===== config.mk =====
export PLATFORM = sky130hd
export DESIGN_NAME = alu_result_sequencer_flat
export DESIGN_NICKNAME = d
export VERILOG_FILES = /design/src/rtl/alu_result_sequencer_if.sv /design/src/rtl/alu_result_sequencer.sv /design/src/flat_wrapper.sv
export SDC_FILE = /design/constraint.sdc
export NUM_CORES = 1
export LEC_CHECK = 0
export ABC_AREA = 1
export BUFFER_PORTS_ARGS = -buffer_cell sky130_fd_sc_hd__buf_2
export CAP_MARGIN = 10
export CORE_ASPECT_RATIO = 0.75
export CORE_MARGIN = 2
export CORE_UTILIZATION = 52
export CTS_CLUSTER_SIZE = 14
export DETAILED_ROUTE_END_ITERATION = 12
export MAX_ROUTING_LAYER = met4
export PLACE_DENSITY = 0.8
export SLEW_MARGIN = 25
export SYNTH_ARGS = -nofsm -noshare
export SYNTH_HDL_FRONTEND = slang
export SYNTH_SLANG_ARGS = --single-unit
export TNS_END_PERCENT = 20

===== constraint.sdc =====
create_clock -name Clock -period 1.9 [get_ports Clock]
set_input_delay 0.285 -clock Clock [delete_from_list [all_inputs] [get_ports Clock]]
set_output_delay 0.285 -clock Clock [all_outputs]
set_load 0.02 [all_outputs]

===== src/rtl/alu_result_sequencer_if.sv =====
// Bus between the ALU-side controller and the result sequencer.
// slave  : sequencer side (takes ALUout and commands, drives Result and status).
// master : controller or bench side (drives ALUout and commands, reads status).
// Signals:
//   ALUout  - combinational ALU result, sampled only on capture edges
//   Step    - single-capture request (idle only)
//   Start   - begin a repeat run of Count captures (idle only)
//   Count   - capture count, sampled with Start
//   Hold    - freeze an active run
//   Clear   - synchronous clear and abort
//   Result  - registered captured value
//   B_fb    - low half of Result, fed back to the ALU B operand
//   Zero    - Result == 0
//   Busy    - run in progress
//   Done    - one-cycle run-completion pulse
//   OpCount - saturating number of captures since reset or Clear
interface alu_result_sequencer_if #(
  parameter int unsigned WIDTH = 8,
  parameter int unsigned CNT_W = 4,
  parameter int unsigned OPC_W = 8
);
  logic [WIDTH-1:0]   ALUout;
  logic               Step;
  logic               Start;
  logic [CNT_W-1:0]   Count;
  logic               Hold;
  logic               Clear;
  logic [WIDTH-1:0]   Result;
  logic [WIDTH/2-1:0] B_fb;
  logic               Zero;
  logic               Busy;
  logic               Done;
  logic [OPC_W-1:0]   OpCount;

  modport slave (
    input  ALUout, Step, Start, Count, Hold, Clear,
    output Result, B_fb, Zero, Busy, Done, OpCount
  );

  modport master (
    output ALUout, Step, Start, Count, Hold, Clear,
    input  Result, B_fb, Zero, Busy, Done, OpCount
  );
endinterface


===== src/rtl/alu_result_sequencer.sv =====
// Result register and accumulate-loop sequencer sitting behind the 4-bit ALU.
// Captures ALUout into Result, feeds Result's low half back as the ALU B operand,
// and either runs the loop for Count non-held cycles (Start) or captures once (Step).
// Ports:
//   Clock   - rising-edge clock
//   Reset_b - asynchronous active-low reset
//   bus     - alu_result_sequencer_if.slave (commands in, result and status out)
module alu_result_sequencer #(
  parameter int unsigned WIDTH = 8,
  parameter int unsigned CNT_W = 4,
  parameter int unsigned OPC_W = 8
) (
  input logic                    Clock,
  input logic                    Reset_b,
  alu_result_sequencer_if.slave  bus
);

  typedef enum logic [1:0] {StIdle, StRun, StDone} state_e;

  state_e           state_q;
  logic [WIDTH-1:0] result_q;
  logic [CNT_W-1:0] remaining_q;
  logic [OPC_W-1:0] opcount_q;
  logic             busy_q;
  logic             done_q;

  logic [OPC_W-1:0] opcount_inc;

  // Saturating increment used by every capture.
  assign opcount_inc = (opcount_q == '1) ? opcount_q : opcount_q + OPC_W'(1);

  always_ff @(posedge Clock or negedge Reset_b) begin
    if (!Reset_b) begin
      state_q     <= StIdle;
      result_q    <= '0;
      remaining_q <= '0;
      opcount_q   <= '0;
      busy_q      <= 1'b0;
      done_q      <= 1'b0;
    end else if (bus.Clear) begin
      // Abort without a Done pulse; all other commands dropped this cycle.
      state_q     <= StIdle;
      result_q    <= '0;
      remaining_q <= '0;
      opcount_q   <= '0;
      busy_q      <= 1'b0;
      done_q      <= 1'b0;
    end else begin
      unique case (state_q)
        StIdle: begin
          done_q <= 1'b0;
          if (bus.Start) begin
            // Start wins over Step; the run's first capture is on the next edge.
            if (bus.Count != '0) begin
              state_q     <= StRun;
              remaining_q <= bus.Count;
              busy_q      <= 1'b1;
            end else begin
              state_q <= StDone;
              done_q  <= 1'b1;
            end
          end else if (bus.Step) begin
            result_q  <= bus.ALUout;
            opcount_q <= opcount_inc;
          end
        end
        StRun: begin
          if (!bus.Hold) begin
            result_q    <= bus.ALUout;
            opcount_q   <= opcount_inc;
            remaining_q <= remaining_q - CNT_W'(1);
            if (remaining_q == CNT_W'(1)) begin
              state_q <= StDone;
              busy_q  <= 1'b0;
              done_q  <= 1'b1;
            end
          end
        end
        StDone: begin
          state_q <= StIdle;
          done_q  <= 1'b0;
        end
        default: begin
          state_q <= StIdle;
          busy_q  <= 1'b0;
          done_q  <= 1'b0;
        end
      endcase
    end
  end

  assign bus.Result  = result_q;
  assign bus.B_fb    = result_q[WIDTH/2-1:0];
  assign bus.Zero    = (result_q == '0);
  assign bus.Busy    = busy_q;
  assign bus.Done    = done_q;
  assign bus.OpCount = opcount_q;

endmodule


===== src/flat_wrapper.sv =====
// flat-port wrapper written by rule: the top's interface ports become plain ports
module alu_result_sequencer_flat 
#(
  parameter int unsigned WIDTH = 8,
  parameter int unsigned CNT_W = 4,
  parameter int unsigned OPC_W = 8
)
  (Clock, Reset_b, bus_ALUout, bus_Step, bus_Start, bus_Count, bus_Hold, bus_Clear, bus_Result, bus_B_fb, bus_Zero, bus_Busy, bus_Done, bus_OpCount);
  alu_result_sequencer_if #(.WIDTH(WIDTH), .CNT_W(CNT_W), .OPC_W(OPC_W)) bus_i ();
  input logic Clock;
  input logic Reset_b;
  input wire logic [$bits(bus_i.ALUout)-1:0] bus_ALUout;
  input wire logic [$bits(bus_i.Step)-1:0] bus_Step;
  input wire logic [$bits(bus_i.Start)-1:0] bus_Start;
  input wire logic [$bits(bus_i.Count)-1:0] bus_Count;
  input wire logic [$bits(bus_i.Hold)-1:0] bus_Hold;
  input wire logic [$bits(bus_i.Clear)-1:0] bus_Clear;
  output wire logic [$bits(bus_i.Result)-1:0] bus_Result;
  output wire logic [$bits(bus_i.B_fb)-1:0] bus_B_fb;
  output wire logic [$bits(bus_i.Zero)-1:0] bus_Zero;
  output wire logic [$bits(bus_i.Busy)-1:0] bus_Busy;
  output wire logic [$bits(bus_i.Done)-1:0] bus_Done;
  output wire logic [$bits(bus_i.OpCount)-1:0] bus_OpCount;
  assign bus_i.ALUout = bus_ALUout;
  assign bus_i.Step = bus_Step;
  assign bus_i.Start = bus_Start;
  assign bus_i.Count = bus_Count;
  assign bus_i.Hold = bus_Hold;
  assign bus_i.Clear = bus_Clear;
  assign bus_Result = bus_i.Result;
  assign bus_B_fb = bus_i.B_fb;
  assign bus_Zero = bus_i.Zero;
  assign bus_Busy = bus_i.Busy;
  assign bus_Done = bus_i.Done;
  assign bus_OpCount = bus_i.OpCount;
  alu_result_sequencer #(.WIDTH(WIDTH), .CNT_W(CNT_W), .OPC_W(OPC_W)) u_core (.Clock(Clock), .Reset_b(Reset_b), .bus(bus_i));
endmodule

==> results.md, run 1 <==
* CTS H-tree depth at 1
* Clock transition at path regs at 0.08 ns
* Minimum clock period at between 1 and 1.5 ns
* Fill cell count at 231
* ANT nets after route at 0
* Violated checks: hold timing
* Gpl congestion at 0.868
* Post-DP HPWL at 2.24 mm
* Yosys warns at 0
* Grt ovf at 0
* Yosys top cell by area: dfrtp_1
* Cts bufs inserted at 3
* Core area at 0.00268 mm^2
* Worst vdd rail ir drop at 0.000624 V
* Worst Path Required at 2.06 ns
* Slew Viols, Final at 0
* Root Buffer: clkbuf_8
* Total Wirelength at 2.99 mm
* Vias per cell at 5.03
* Cells after Synth at 195
* Post-synth EDFFs at 0
* Syn nets at between 200 and 250
* Diode count at 0
* CTS Hold Bufs at 0
* RSZ-0062 raised after global routing: no
* Clk_lat worst skew at 0.26 ns
* First-pass GRT wire length at slightly above 5 mm
* Syn-to-layout area delta at 16.3%
* TritonRoute pass-1 iters at 5
* Worst slew pin tran at 0.527 ns
* Dpl cells at 263
* Share of layout cells above drive strength 1 at 0.294
* HP Class: primary input to asynchronous set/reset pin
* I/O Buffers at 40
* Gr usage total at 0.206
* Crit path from: u_core.bus.OpCount[1]
* DRC viols at 0
* Ys async rst share at 1.00
* Slowest-stage cell, CP: dfrtp_1
* CP dominant cell by count: nand2_1
* Largest net degree at the start of global routing at 25
* Nature of the critical path startpoint: flip-flop
* Setup CP Type: flip-flop to flip-flop
* DR iter-0 viols at 47
* Yosys cell types at 25
* Via count at 1343
* Yosys top cell area share at 0.401
* Max Clk Rate at about 0.67 GHz
* Chip width at ~66 um
* Worst clock skew at 0.00113 ns
* Most common flop cell mapped by yosys: dfrtp_1
* Sink Count at 24
* Final hold slack at -0.0148 ns
* Starting Density at 0.558
* Mapped Area at 0.00150 mm^2
* FF+latch count, synth at 24
* Register area share after synthesis at 0.401
* Rows at 16
* Top-Level Pins at 41
* Area occupied by multi-input gates at 717 um^2
* Finished Layout Cells at 267
* Maximum Capacitance Violations at 0
* Syn Area/Cell at 7.68 um^2
* Number of global-route vias before repair at roughly 1.2k
* Status: complete, but fails checks
* P per Cell Area at roughly 930 mW/mm^2
* Rel. slew slack at 0.649
* Setup slack at placement at 0.352 ns
* Final setup vio count at 0
* Worst endpoint data arrival time at 1.66 ns
* Setup TNS at 0 ns
* CP Cell Sequence: ha_1, nand2_1, inv_1, nand4_1, nand2_4, inv_1, nand2_1, nand2_1
* Setup crit end kind: flip-flop
* Final Util at 0.649
* Setup slack, reg-to-reg at 0.40 ns
* CTS tree: built
* Clock Path Buffers at 2
* LEAKAGE at 0.000932 uW
* Power Total at about 1600 uW
* Worst r2r src: u_core.bus.OpCount[1]
* Ratio of final minimum period to clock period at 0.788
* Post-cts sizing count at 0
* Hold Vio Cnt, Final at 24
* Die Span Y at 50.5 um
* Critical path's largest stage delay at 0.41 ns
* FF+latch area at 601 um^2
* WL/cell at between 10 and 15 um
* Worst-path fanout max at 15
* PnR worst setup slack at 0.404 ns
* Die Area at 0.00333 mm^2
* Final-stage net count at between 200 and 300
* Area contributors post-synth: dfrtp_1, nand2_1, nand3_1, inv_1, nor2_1
* Antenna violations before repair at 0
* Post-CTS Setup Bufs at 0
[cells by family (layout without fill, tap and decap cells)]
logic type / after synthesis / count (layout) / share of synthesized area
AO/OA/AOI/OAI: 24 / 24 / 0.0952
XOR/XNOR: 1 / 1 / 0.00585
adder cells (fa/ha/maj): 3 / 3 / 0.0251
buffers and inverters: 36 / 72 / 0.120
flip-flops: 24 / 24 / 0.401
AND/OR/NAND/NOR: 107 / 107 / 0.353
[worst paths after layout]
kind                                    endpoint  depth (start not counted)
max                        u_core.bus.OpCount[4]                          8
min                              u_core.bus.Done                          1
max reg2reg                u_core.bus.OpCount[4]                          8
min reg2reg                      u_core.bus.Busy                          2
max in group asynchronous   u_core.bus.Result[6]                          1
min in group Clock          u_core.bus.Result[0]                          3
[registers in the layout, summed over array words and instances (netlist names)]
signal,cells
u_core.remaining_q,4
u_core.bus.Done,1
u_core.bus.Busy,1
u_core.bus.OpCount,8
u_core.bus.Result,8
u_core.state_q,2
[metal layers]
| layer | vias to the layer above | track usage | share of wire |
|---|---|---|---|
| li1 | 690 | - | - |
| met1 | 591 | 0.297 | 0.49 |
| met2 | 60 | 0.300 | 0.42 |
| met3 | 2 | 0.0516 | 0.089 |
| met4 | 0 | 0.0340 | 0.0037 |
| met5 | - | - | 0 |
[cell usage after synthesis, types with 3 or more instances]
cell / n
nand2_1: 49
inv_1: 26
dfrtp_1: 24
nand3_1: 20
nor2_1: 16
o21ai_1: 8
o21ai_0: 7
o21ai_2: 6
buf_4: 5
nand2_2: 5
nand4_1: 5
a21oi_1: 3
ha_1: 3
nand2_4: 3
nor2_2: 3
nor2_4: 3
[critical path, delay by kind of cell (launching register included)]
kind,cells,cell delay [ns]
fa+ha+maj,1,0.19
buf+inv,2,0.22
flops,1,0.41
simple gates,5,0.57
[placed cells by master (no fill, tap or decap)]
master,count
a21oi_1,3
nand2_1,49
dfrtp_1,24
inv_2,1
o21ai_2,6
o21ai_0,7
inv_1,26
nor2_1,16
nor2_2,3
bufinv_16,1
nand3_2,1
buf_2,40
nand2_4,3
nor3_1,1
o21ai_1,8
clkbuf_8,3
nand2_2,5
nand4_1,5
nor2_8,1
xnor2_1,1
ha_1,3
nand3_1,20
inv_4,1
nor2_4,3
[power breakdown]
part	switching (uW)	total, uW	internal (uW)	leakage [uW]
registers	66.6	652	585	0.000318
clock network	160	442	282	0.0000357
logic	354	531	178	0.000578
total	581	1620	1040	0.000932
[layout make-up]
type,count,share of cell area
clock inverter,1,0.0172
tap,36,0.0259
multi-input combinational,135,0.412
clock buffer,3,0.0237
timing repair buffer,40,0.115
inverter,28,0.0618
sequential,24,0.345
[through the flow]
stage	hold slack (ns)	area, um^2
floorplan	-0.0106	1500
global placement	0.301	1670
detailed placement	0.301	1670
CTS	0.00580	1740
global route	0.0180	1740
finish	-0.0148	1740
No activity file was read; power rests on OpenSTA's default activity.
==> inputs of run 2 (changes only) <==
==> constraint.sdc (replaced) <==
create_clock -name Clock -period 1.5 [get_ports Clock]
set_input_delay 0.225 -clock Clock [delete_from_list [all_inputs] [get_ports Clock]]
set_output_delay 0.225 -clock Clock [all_outputs]
set_load 0.02 [all_outputs]
==> run 2 against run 1 <==
  * The run now ends clean
  * Wire length is 3.4% higher
  * Maximum frequency is 6.6% higher
  * Clock skew up 0.0027 ns
  * Sequential power grew 25%
  * Hold slack better by 0.22 ns
  * Critical endpoint unchanged
==> results.md, run 2 (same netlist as run 1, synthesis figures left out) <==
* WL/cell at about 11 um
* Hold path cells at 3
* Clk_lat worst skew at approximately 0.27 ns
* Root Buffer: clkbuf_8
* Wire length on met3 at approximately 200 um
* Final hold slack at 0.205 ns
* Via count at 1353
* Worst clock skew at 0.00386 ns
* Logic gate share of total power at 0.357
* Worst endpoint data arrival time at 1.57 ns
* Hold Vio Cnt, Final at 0
* Sink Count at 24
* Commonest non-fill, non-tap cell in the layout: nand2_1
* Dpl cells at 265
* Setup CP Type: flip-flop to flip-flop
* DRC viols at 0
* Gr usage total at 0.203
* Cts bufs inserted at 3
* Slew Viols, Final at 0
* Final-stage net count at 262
* Fill cell count at 217
* Largest net degree at the start of global routing at 25
* Top-Level Pins at about 40
* Final Util at 0.680
* Rows at 16
* I/O Buffers at 40
* Syn-to-layout area delta at 21.7%
* ANT nets after route at 0
* Setup TNS at 0 ns
* Clock group share of total power at 0.262
* Minimum clock period at 1.40 ns
* Die Span Y at approximately 50 um
* Worst-path fanout max at 18
* Nature of the critical path startpoint: flip-flop
* Starting Density at 0.558
* NetSw at 753 uW
* Clock transition at path regs at ~0.080 ns
* Worst slew pin tran at 0.524 ns
* Rel. slew slack at 0.650
* Reg2reg path depth at 9
* Clock Path Buffers at 2
* Die Area at 0.00333 mm^2
* Ratio of final minimum period to clock period at 0.936
* Status: finished, final reports clean
* Top routing layer in use: met4
* Worst Hold Endpoint: u_core.bus.Result[5]
* Vias per cell at 4.90
* Grt ovf at 0
* Setup slack, reg-to-reg at 0.1 ns
* HP Class: primary input to flip-flop
* Chip width at 66.0 um
* P per Cell Area at 1170 mW/mm^2
* Final setup vio count at 0
* Worst Path Required at 1.67 ns
* Worst vdd rail ir drop at about 0.00067 V
* CTS tree: built
* Setup crit end kind: flip-flop
* Internal power at 1390 uW
* Number of global-route vias before repair at 1181
* Diode count at 0
* Antenna violations before repair at 0
* Gpl congestion at approximately 0.9
* DR iter-0 viols at 41
* TritonRoute pass-1 iters at 4
* Net Sw Frac at 0.352
* First-pass GRT wire length at 5.05 mm
* CTS H-tree depth at 1
* Maximum Capacitance Violations at 0
* Share of layout cells above drive strength 1 at 0.325
* Worst hold start: bus_ALUout[5]
* Sequential power share at 0.381
* Core area at 0.00268 mm^2
* Metal-1 WL at 1.57 mm
* Worst r2r src: u_core.state_q[1]
* Routed wl met2 at 1.27 mm
* Post-DP HPWL at between 2 and 2.5 mm
* Finished Layout Cells at 276
* Commonest non-fill, non-tap cells in the layout: nand2_1, buf_2, inv_1, dfrtp_1, nand3_1
* Max Clk Rate at 0.712 GHz
* Total Wirelength at 3.09 mm
* Reg2reg end: u_core.bus.OpCount[4]
* LEAKAGE at ~0.001 uW
-- run 2: cell count changes in the layout (fill, tap and decap cells not counted) --
cell | before | now
inv_2 | 1 | 3
buf_4 | 0 | 6
buf_12 | 0 | 1
dlygate4sd3_1 | 0 | 1
nand2_2 | 5 | 6
inv_1 | 26 | 24
-- run 2: layout make-up --
| type | instances | area (um^2) | area share |
|---|---|---|---|
| flip-flops and latches | 24 | 601 | 0.329 |
| repair buffers | 48 | 275 | 0.151 |
| clock inverters | 1 | 30.0 | 0.0165 |
| clock buffers | 3 | 41.3 | 0.0226 |
| well taps | 36 | 45.0 | 0.0247 |
| multi-input cells | 136 | 723 | 0.397 |
| inverters | 28 | 108 | 0.0590 |
-- run 2: stage by stage --
step | worst slack (ns) | instance area [um^2] | power [uW]
after global placement | 0.0334 | 1690 | 1510
after CTS | 0.0137 | 1770 | 2090
after global routing | -0.000709 | 1820 | 2300
after detailed placement | 0.0390 | 1690 | 1520
final | 0.0958 | 1820 | 2140
after floorplan | 0.0509 | 1500 | 1360
-- run 2: power groups by stage --
stage / registers, uW / logic (uW) / clock network [uW]
3_5_place_dp: 830 / 689 / 0
6_report: 815 / 764 / 562
5_1_grt: 832 / 854 / 613
3_3_place_gp: 830 / 679 / 0
2_1_floorplan: 907 / 454 / 0
4_1_cts: 818 / 695 / 580
-- run 2: worst max path at each step --
| stage | from | endpoint | slack (ns) | depth (start not counted) |
|---|---|---|---|---|
| 2_1_floorplan | u_core.bus.OpCount[0] | u_core.bus.OpCount[6] | 0.05 | 8 |
| 3_3_place_gp | u_core.bus.OpCount[1] | u_core.bus.OpCount[3] | 0.03 | 8 |
| 3_5_place_dp | u_core.bus.OpCount[1] | u_core.bus.OpCount[3] | 0.04 | 8 |
| 4_1_cts | u_core.bus.OpCount[1] | u_core.bus.OpCount[4] | 0.01 | 8 |
| 5_1_grt | u_core.state_q[1] | u_core.bus.OpCount[4] | -0.0007 | 9 |
| 6_report | u_core.state_q[1] | u_core.bus.OpCount[4] | 0.1 | 9 |
-- run 2: repair_timing --
item,4_1_cts,5_1_grt
setup endpoints to repair,0,7
hold buffers,1,0
hold endpoints to repair,24,0
setup buffers,0,5
gates resized for setup,0,2
-- run 2: worst max-delay path: stages, from the launching register on --
cell and delay (ns):
dfrtp_1 0.44, inv_2 0.08, nor2_2 0.04, inv_2 0.07
nand2_4 0.08, nor2_8 0.23, nand2_4 0.13, buf_4 0.15
nand2_2 0.04, nand2_1 0.05
-- run 2: layer usage --
metal	up-vias	global-route usage
li1	708	-
met1	596	0.298
met2	43	0.290
met3	6	0.0426
met4	0	0.0510
met5	-	-
